[src/rtl/borg_arb_pkg.sv]
// Shared types and constants for the Borg peripheral-port arbiter.
package borg_arb_pkg;

   typedef enum logic [1:0] {
      IDLE  = 2'd0,
      ISSUE = 2'd1,
      RESP  = 2'd2,
      GAP   = 2'd3
   } arb_state_t;

   // Borg io op encodings (active-low strobes with size)
   localparam logic [1:0] OP_IDLE = 2'b11;
   localparam logic [1:0] OP_BYTE = 2'b00;
   localparam logic [1:0] OP_HALF = 2'b01;
   localparam logic [1:0] OP_WORD = 2'b10;

   // A requester is asking for service when either strobe is not idle
   function automatic logic req_valid(input logic [1:0] write_n, input logic [1:0] read_n);
      return (write_n != OP_IDLE) || (read_n != OP_IDLE);
   endfunction

endpackage

[src/rtl/borg_arb_rr_pick.sv]
// Two-way round-robin picker: on contention grants the requester not served last.
module borg_arb_rr_pick
(
   input  logic [1:0] valid,
   input  logic       last,
   output logic [1:0] gnt
);

   // Pick the single requester, or alternate away from 'last' when both ask
   always_comb begin
      gnt = 2'b00;
      case (valid)
         2'b01:   gnt = 2'b01;
         2'b10:   gnt = 2'b10;
         2'b11:   gnt = last ? 2'b01 : 2'b10;
         default: gnt = 2'b00;
      endcase
   end

endmodule

[src/rtl/borg_access_arbiter.sv]
// Shares the Borg 6-bit register port between the CPU bus slice (req0) and the
// command sequencer (req1). One access in flight, round-robin on contention.
// Optional: BORG_ARB_TIMEOUT_EN adds an ISSUE watchdog that forces completion
// with TIMEOUT_DATA and sets the sticky err_timeout flag.
//
//  state | meaning
//  IDLE  | arbitrate, latch winner's request
//  ISSUE | drive Borg io_* from latches, wait for io_data_ready
//  RESP  | one-cycle ready pulse to owner, io ops idle
//  GAP   | one dead cycle so the owner can drop its request
module borg_access_arbiter
   import borg_arb_pkg::*;
#(
   parameter int unsigned TIMEOUT_CYCLES = 255,
   parameter logic [31:0] TIMEOUT_DATA   = 32'hDEAD_BEEF
)
(
   input  logic        clock,
   input  logic        reset,
   input  logic [5:0]  req0_addr,
   input  logic [31:0] req0_wdata,
   input  logic [1:0]  req0_write_n,
   input  logic [1:0]  req0_read_n,
   output logic [31:0] req0_rdata,
   output logic        req0_ready,
   input  logic [5:0]  req1_addr,
   input  logic [31:0] req1_wdata,
   input  logic [1:0]  req1_write_n,
   input  logic [1:0]  req1_read_n,
   output logic [31:0] req1_rdata,
   output logic        req1_ready,
   output logic [5:0]  io_address,
   output logic [31:0] io_data_in,
   output logic [1:0]  io_data_write_n,
   output logic [1:0]  io_data_read_n,
   input  logic [31:0] io_data_out,
   input  logic        io_data_ready,
   output logic [1:0]  grant,
   output logic        busy,
   output logic        err_timeout,
   input  logic        err_clr
);

   arb_state_t  state;
   logic        last;
   logic        owner;
   logic [1:0]  valid;
   logic [1:0]  pick_gnt;
   logic [1:0]  sel_write_n;
   logic [1:0]  sel_read_n;
   logic        done;
   logic        to_hit;
   logic [31:0] resp_data;

`ifdef BORG_ARB_TIMEOUT_EN
   localparam int CW = $clog2(TIMEOUT_CYCLES + 1);
   localparam logic [CW-1:0] TO_LAST = CW'(TIMEOUT_CYCLES - 1);
   logic [CW-1:0] to_cnt;
`endif

   assign valid[0] = req_valid(req0_write_n, req0_read_n);
   assign valid[1] = req_valid(req1_write_n, req1_read_n);

   borg_arb_rr_pick u_pick (
      .valid (valid),
      .last  (last),
      .gnt   (pick_gnt)
   );

   // Write wins when a requester strobes both; its read is dropped
   assign sel_write_n = pick_gnt[1] ? req1_write_n : req0_write_n;
   assign sel_read_n  = (sel_write_n != OP_IDLE) ? OP_IDLE :
                        (pick_gnt[1] ? req1_read_n : req0_read_n);

   assign busy = (state != IDLE);

   // Completion decode for the ISSUE state: Borg ready, or watchdog expiry
   always_comb begin
      done      = 1'b0;
      to_hit    = 1'b0;
      resp_data = '0;
      if (state == ISSUE) begin
         if (io_data_ready) begin
            done      = 1'b1;
            resp_data = (io_data_read_n != OP_IDLE) ? io_data_out : 32'h0;
         end
`ifdef BORG_ARB_TIMEOUT_EN
         else if (to_cnt == TO_LAST) begin
            done      = 1'b1;
            to_hit    = 1'b1;
            resp_data = (io_data_read_n != OP_IDLE) ? TIMEOUT_DATA : 32'h0;
         end
`endif
      end
   end

   // Arbiter FSM with registered Borg-side and requester-side outputs
   always_ff @(posedge clock or posedge reset) begin
      if (reset) begin
         state           <= IDLE;
         last            <= 1'b1;
         owner           <= 1'b0;
         grant           <= 2'b00;
         io_address      <= '0;
         io_data_in      <= '0;
         io_data_write_n <= OP_IDLE;
         io_data_read_n  <= OP_IDLE;
         req0_ready      <= 1'b0;
         req1_ready      <= 1'b0;
         req0_rdata      <= '0;
         req1_rdata      <= '0;
`ifdef BORG_ARB_TIMEOUT_EN
         to_cnt          <= '0;
`endif
      end else begin
         req0_ready <= 1'b0;
         req1_ready <= 1'b0;
         case (state)
            IDLE: begin
               if (pick_gnt != 2'b00) begin
                  owner           <= pick_gnt[1];
                  last            <= pick_gnt[1];
                  grant           <= pick_gnt;
                  io_address      <= pick_gnt[1] ? req1_addr  : req0_addr;
                  io_data_in      <= pick_gnt[1] ? req1_wdata : req0_wdata;
                  io_data_write_n <= sel_write_n;
                  io_data_read_n  <= sel_read_n;
`ifdef BORG_ARB_TIMEOUT_EN
                  to_cnt          <= '0;
`endif
                  state           <= ISSUE;
               end
            end
            ISSUE: begin
               if (done) begin
                  io_data_write_n <= OP_IDLE;
                  io_data_read_n  <= OP_IDLE;
                  if (owner) begin
                     req1_rdata <= resp_data;
                     req1_ready <= 1'b1;
                  end else begin
                     req0_rdata <= resp_data;
                     req0_ready <= 1'b1;
                  end
                  state <= RESP;
               end
`ifdef BORG_ARB_TIMEOUT_EN
               else begin
                  to_cnt <= to_cnt + CW'(1);
               end
`endif
            end
            RESP: begin
               grant <= 2'b00;
               state <= GAP;
            end
            default: begin
               state <= IDLE;
            end
         endcase
      end
   end

`ifdef BORG_ARB_TIMEOUT_EN
   // Sticky timeout flag; a new timeout beats a simultaneous clear
   always_ff @(posedge clock or posedge reset) begin
      if (reset)
         err_timeout <= 1'b0;
      else if (to_hit)
         err_timeout <= 1'b1;
      else if (err_clr)
         err_timeout <= 1'b0;
   end
`else
   logic unused_cfg;
   assign unused_cfg  = ^{err_clr, to_hit, TIMEOUT_DATA, TIMEOUT_CYCLES};
   assign err_timeout = 1'b0;
`endif

endmodule

[config.mk]
export PLATFORM = sky130hd
export DESIGN_NAME = borg_access_arbiter
export DESIGN_NICKNAME = d
export VERILOG_FILES = /design/src/rtl/borg_arb_pkg.sv /design/src/rtl/borg_arb_rr_pick.sv /design/src/rtl/borg_access_arbiter.sv
export SDC_FILE = /design/constraint.sdc
export NUM_CORES = 1
export LEC_CHECK = 0
export ABC_AREA = 1
export CAP_MARGIN = 40
export CELL_PAD_IN_SITES_DETAIL_PLACEMENT = 0
export CELL_PAD_IN_SITES_GLOBAL_PLACEMENT = 1
export CORE_ASPECT_RATIO = 1.25
export CORE_UTILIZATION = 31
export CTS_CLUSTER_DIAMETER = 80
export DETAILED_ROUTE_END_ITERATION = 10
export PLACE_DENSITY = 0.87
export SLEW_MARGIN = 5
export SYNTH_ARGS = -nofsm -noshare
export SYNTH_HDL_FRONTEND = slang
export SYNTH_SLANG_ARGS = --single-unit
[constraint.sdc]
create_clock -name clock -period 10.6 [get_ports clock]
set_input_delay 2.12 -clock clock [delete_from_list [all_inputs] [get_ports clock]]
set_output_delay 2.12 -clock clock [all_outputs]
set_load 0.005 [all_outputs]
==> impl_results.md <==
* Outcome: finished clean
* WS Path Type: in2reg
* WP data arrival at between 4 and 5 ns
* Max VDD drop at 0.145 mV
* Reg2reg setup slack at 8.35 ns
* Sequential standard cell area at 0.00286 sq mm
* Slew headroom at 45.5%
* Cell Area, Synth at 0.00478 sq mm
* Total routed wirelength at about 14 mm
* Slew of the pin with the lowest slew margin at 0.817 ns
* # fillers at 1,463
* Fin crit period at 4.25 ns
* Number of enable flip-flop cells after synthesis at 0
* 1st-pass router iterations at 4
* Synth Instances at 543
* Avg Synthesized Cell Area at around 9 sq um
* CP Data Required Time at 10.87 ns
* Ys Warns at 0
* CTS tree: done
* Final Hold Fails at 0
* Vias per cell at 4.77
* Grt ovf at 0
* Top-count cell post-synth: nand2_1
* Worst-path clk slew at 0.05 ns
* DIE AREA at about 0.016 sq mm
* # hold bufs at CTS at 0
* Syn-to-layout area delta at 62.8%
* Largest net degree at the start of global routing at 67
* Htree depth at 4
* Final slew viol count at 0
* Hold Path Depth at 1
* Final core utilization at 51.9%
* Setup violations, final at 0
* DRT iter0 DRCs at 177
* Row count at 50
* CTS root buf: clkbuf_16
* # Post-CTS Setup Buffers at 0
* Area leader, netlist: dfrtp_1
* Leakage at 3.34 nW
* GP Congestion at 0.762
* DR vias at 4,577
* Max FO, Critical Path at 43
* Post-cts resize count at 0
* Initial antenna violation count at 0
* Core area at ~0.015 sq mm
* PortBufs at 229
* Ys flop type: dfrtp_1
* Combinational share of power at between 40% and 50%
* Vias in the first global route at 4,690
* HPWL Detailed at 9.77 mm
* Starting Density at 31.9%
* Nets@finish at 887
* Synth Register Bits at roughly 110
* CTS Sinks at 114
* Cells on worst reg2reg path at 5
* Worst Clk Skew at between 0.009 and 0.01 ns
* RSZ-0062 raised after global routing: false
* Global Route Usage Sum at 18.3%
* Post-route ant nets at 0
* First-pass GRT wire length at 23.1 mm
* Drt wl/cell at 14.8 microns
* Net Sw Frac at 33.4%
* Total CTS buffers at 17
* Worst hold path class: reg2reg
* Max-Cap Viols at 0
* Share of cells above drive strength 1 at around 6.7%
* Area occupied by multi-input gates at 0.00167 sq mm
* Leading post-synthesis cells by cell area: dfrtp_1 57%, nand2_1 13%, a21oi_1 8.4%
* Die W at 113 microns
* Netlist cell types at 22
* Period utilization at 40.1%
* Clk_lat worst skew at 0.41 ns
* Power per cell area at 278 mW/mm^2
* Die Height at 141 microns
* DRC at 0
* Critical Path End Type: register
* Sequential share of power at 33.0%
* Fmax at 0.235 GHz
* Synthesized Nets at 666
* Top cell types by occurrence after synthesis: 161 x nand2_1, 109 x dfrtp_1, 80 x a21oi_1
* CTS Buffer Depth at 2
* Number of I/O pins at 232
* CP Launch Type: input pin
* Fraction of power consumed by the clock network at 26.4%
* Sequential element share of the synthesized area at 59.8%
* Setup_tns at 0 ns
* Top cell type's share of synthesized area at 57.0%
* Sw Pwr at between 0.0007 and 0.0008 W
* Internal power at 0.00145 W
* N_diodes at 0
* Fraction of registers with async set/reset at 100%
==> worst paths after layout <==
kind,from,to
min reg2reg,owner$_DFFE_PP0P_,req0_ready$_DFF_PP0_
max in group asynchronous,reset,req1_rdata[19]$_DFFE_PP0P_
min,owner$_DFFE_PP0P_,req0_ready$_DFF_PP0_
max reg2reg,last$_DFFE_PP1P_,grant[1]$_DFFE_PP0P_
max,req1_write_n[0],grant[1]$_DFFE_PP0P_
min in group asynchronous,reset,io_data_in[28]$_DFFE_PP0P_
==> layout by cell type, fill, tap and decap left out, drive strengths merged <==
cell type,Yosys,final
o22ai,1,1
buf,20,5
clkdlybuf4s50,0,229
clkinvlp,0,3
nor3,2,2
dfstp,5,5
nor2,49,49
a21oi,80,80
inv,21,22
ha,3,3
clkinv,1,8
nand2,162,162
bufinv,0,3
o21ai,68,68
clkbuf,12,18
conb,1,1
nand3,9,9
dfrtp,109,109
==> logic make-up (layout without fill, tap and decap cells) <==
family / Yosys count / count (layout) / synth area share, %
and+or+nand+nor: 222 / 222 / 18.1
other: 1 / 1 / 0.0784
adders and majority gates: 3 / 3 / 0.785
buffers and inverters: 54 / 288 / 5.41
AOI/OAI and AO/OA: 149 / 149 / 15.8
DFF: 114 / 114 / 59.8
==> metal layers <==
| layer | GRT usage, % | part of all wire [%] | vias to the layer above |
|---|---|---|---|
| met5 | 0 | 0 | - |
| met4 | 7.13 | 1.3 | 0 |
| met3 | 6.41 | 8.5 | 15 |
| met2 | 31.1 | 49 | 195 |
| met1 | 21.0 | 41 | 2154 |
| li1 | - | - | 2213 |
==> power by group through the flow <==
stage	combinational, W	sequential, W	clock [W]
floorplan	0.000398	0.000726	0
global placement	0.000859	0.000712	0
finish	0.000880	0.000716	0.000574
CTS	0.000897	0.000717	0.000587
detailed placement	0.000890	0.000721	0
global route	0.000978	0.000739	0.000607
==> state kept, by name (all words and copies together) (netlist names) <==
name             flops
io_data_in          32
req0_rdata          32
req1_rdata          32
io_address           6
grant                2
io_data_read_n       2
io_data_write_n      2
state                2
last                 1
owner                1
req0_ready           1
req1_ready           1
==> critical path, stage by stage <==
cell and delay [ns]:
clkdlybuf4s50_1 0.50, nand2_1 0.06, nor2_1 0.20, inv_1 0.16
nand2_4 0.41, clkinv_2 0.60, nand2_1 0.32, o22ai_1 0.11
==> layout make-up <==
type | count | area share (%)
flip-flops and latches | 114 | 36.7
clock inverters | 14 | 2.10
clock buffers | 18 | 5.51
repair buffers | 234 | 30.2
inverters | 22 | 1.11
well taps | 182 | 2.92
multi-input cells | 375 | 21.4
==> per-stage QoR <==
step	area, sq um	setup WS, ns	hold WS [ns]	total power (W)	cells
finish	7790	6.35	0.455	0.00217	959
global route	7790	6.14	0.467	0.00232	959
CTS	7790	6.31	0.457	0.00220	959
detailed placement	7200	5.94	0.450	0.00161	927
global placement	7160	6.00	0.446	0.00157	925
floorplan	4780	5.47	0.435	0.00112	543
(Power assumes the default switching activity.)
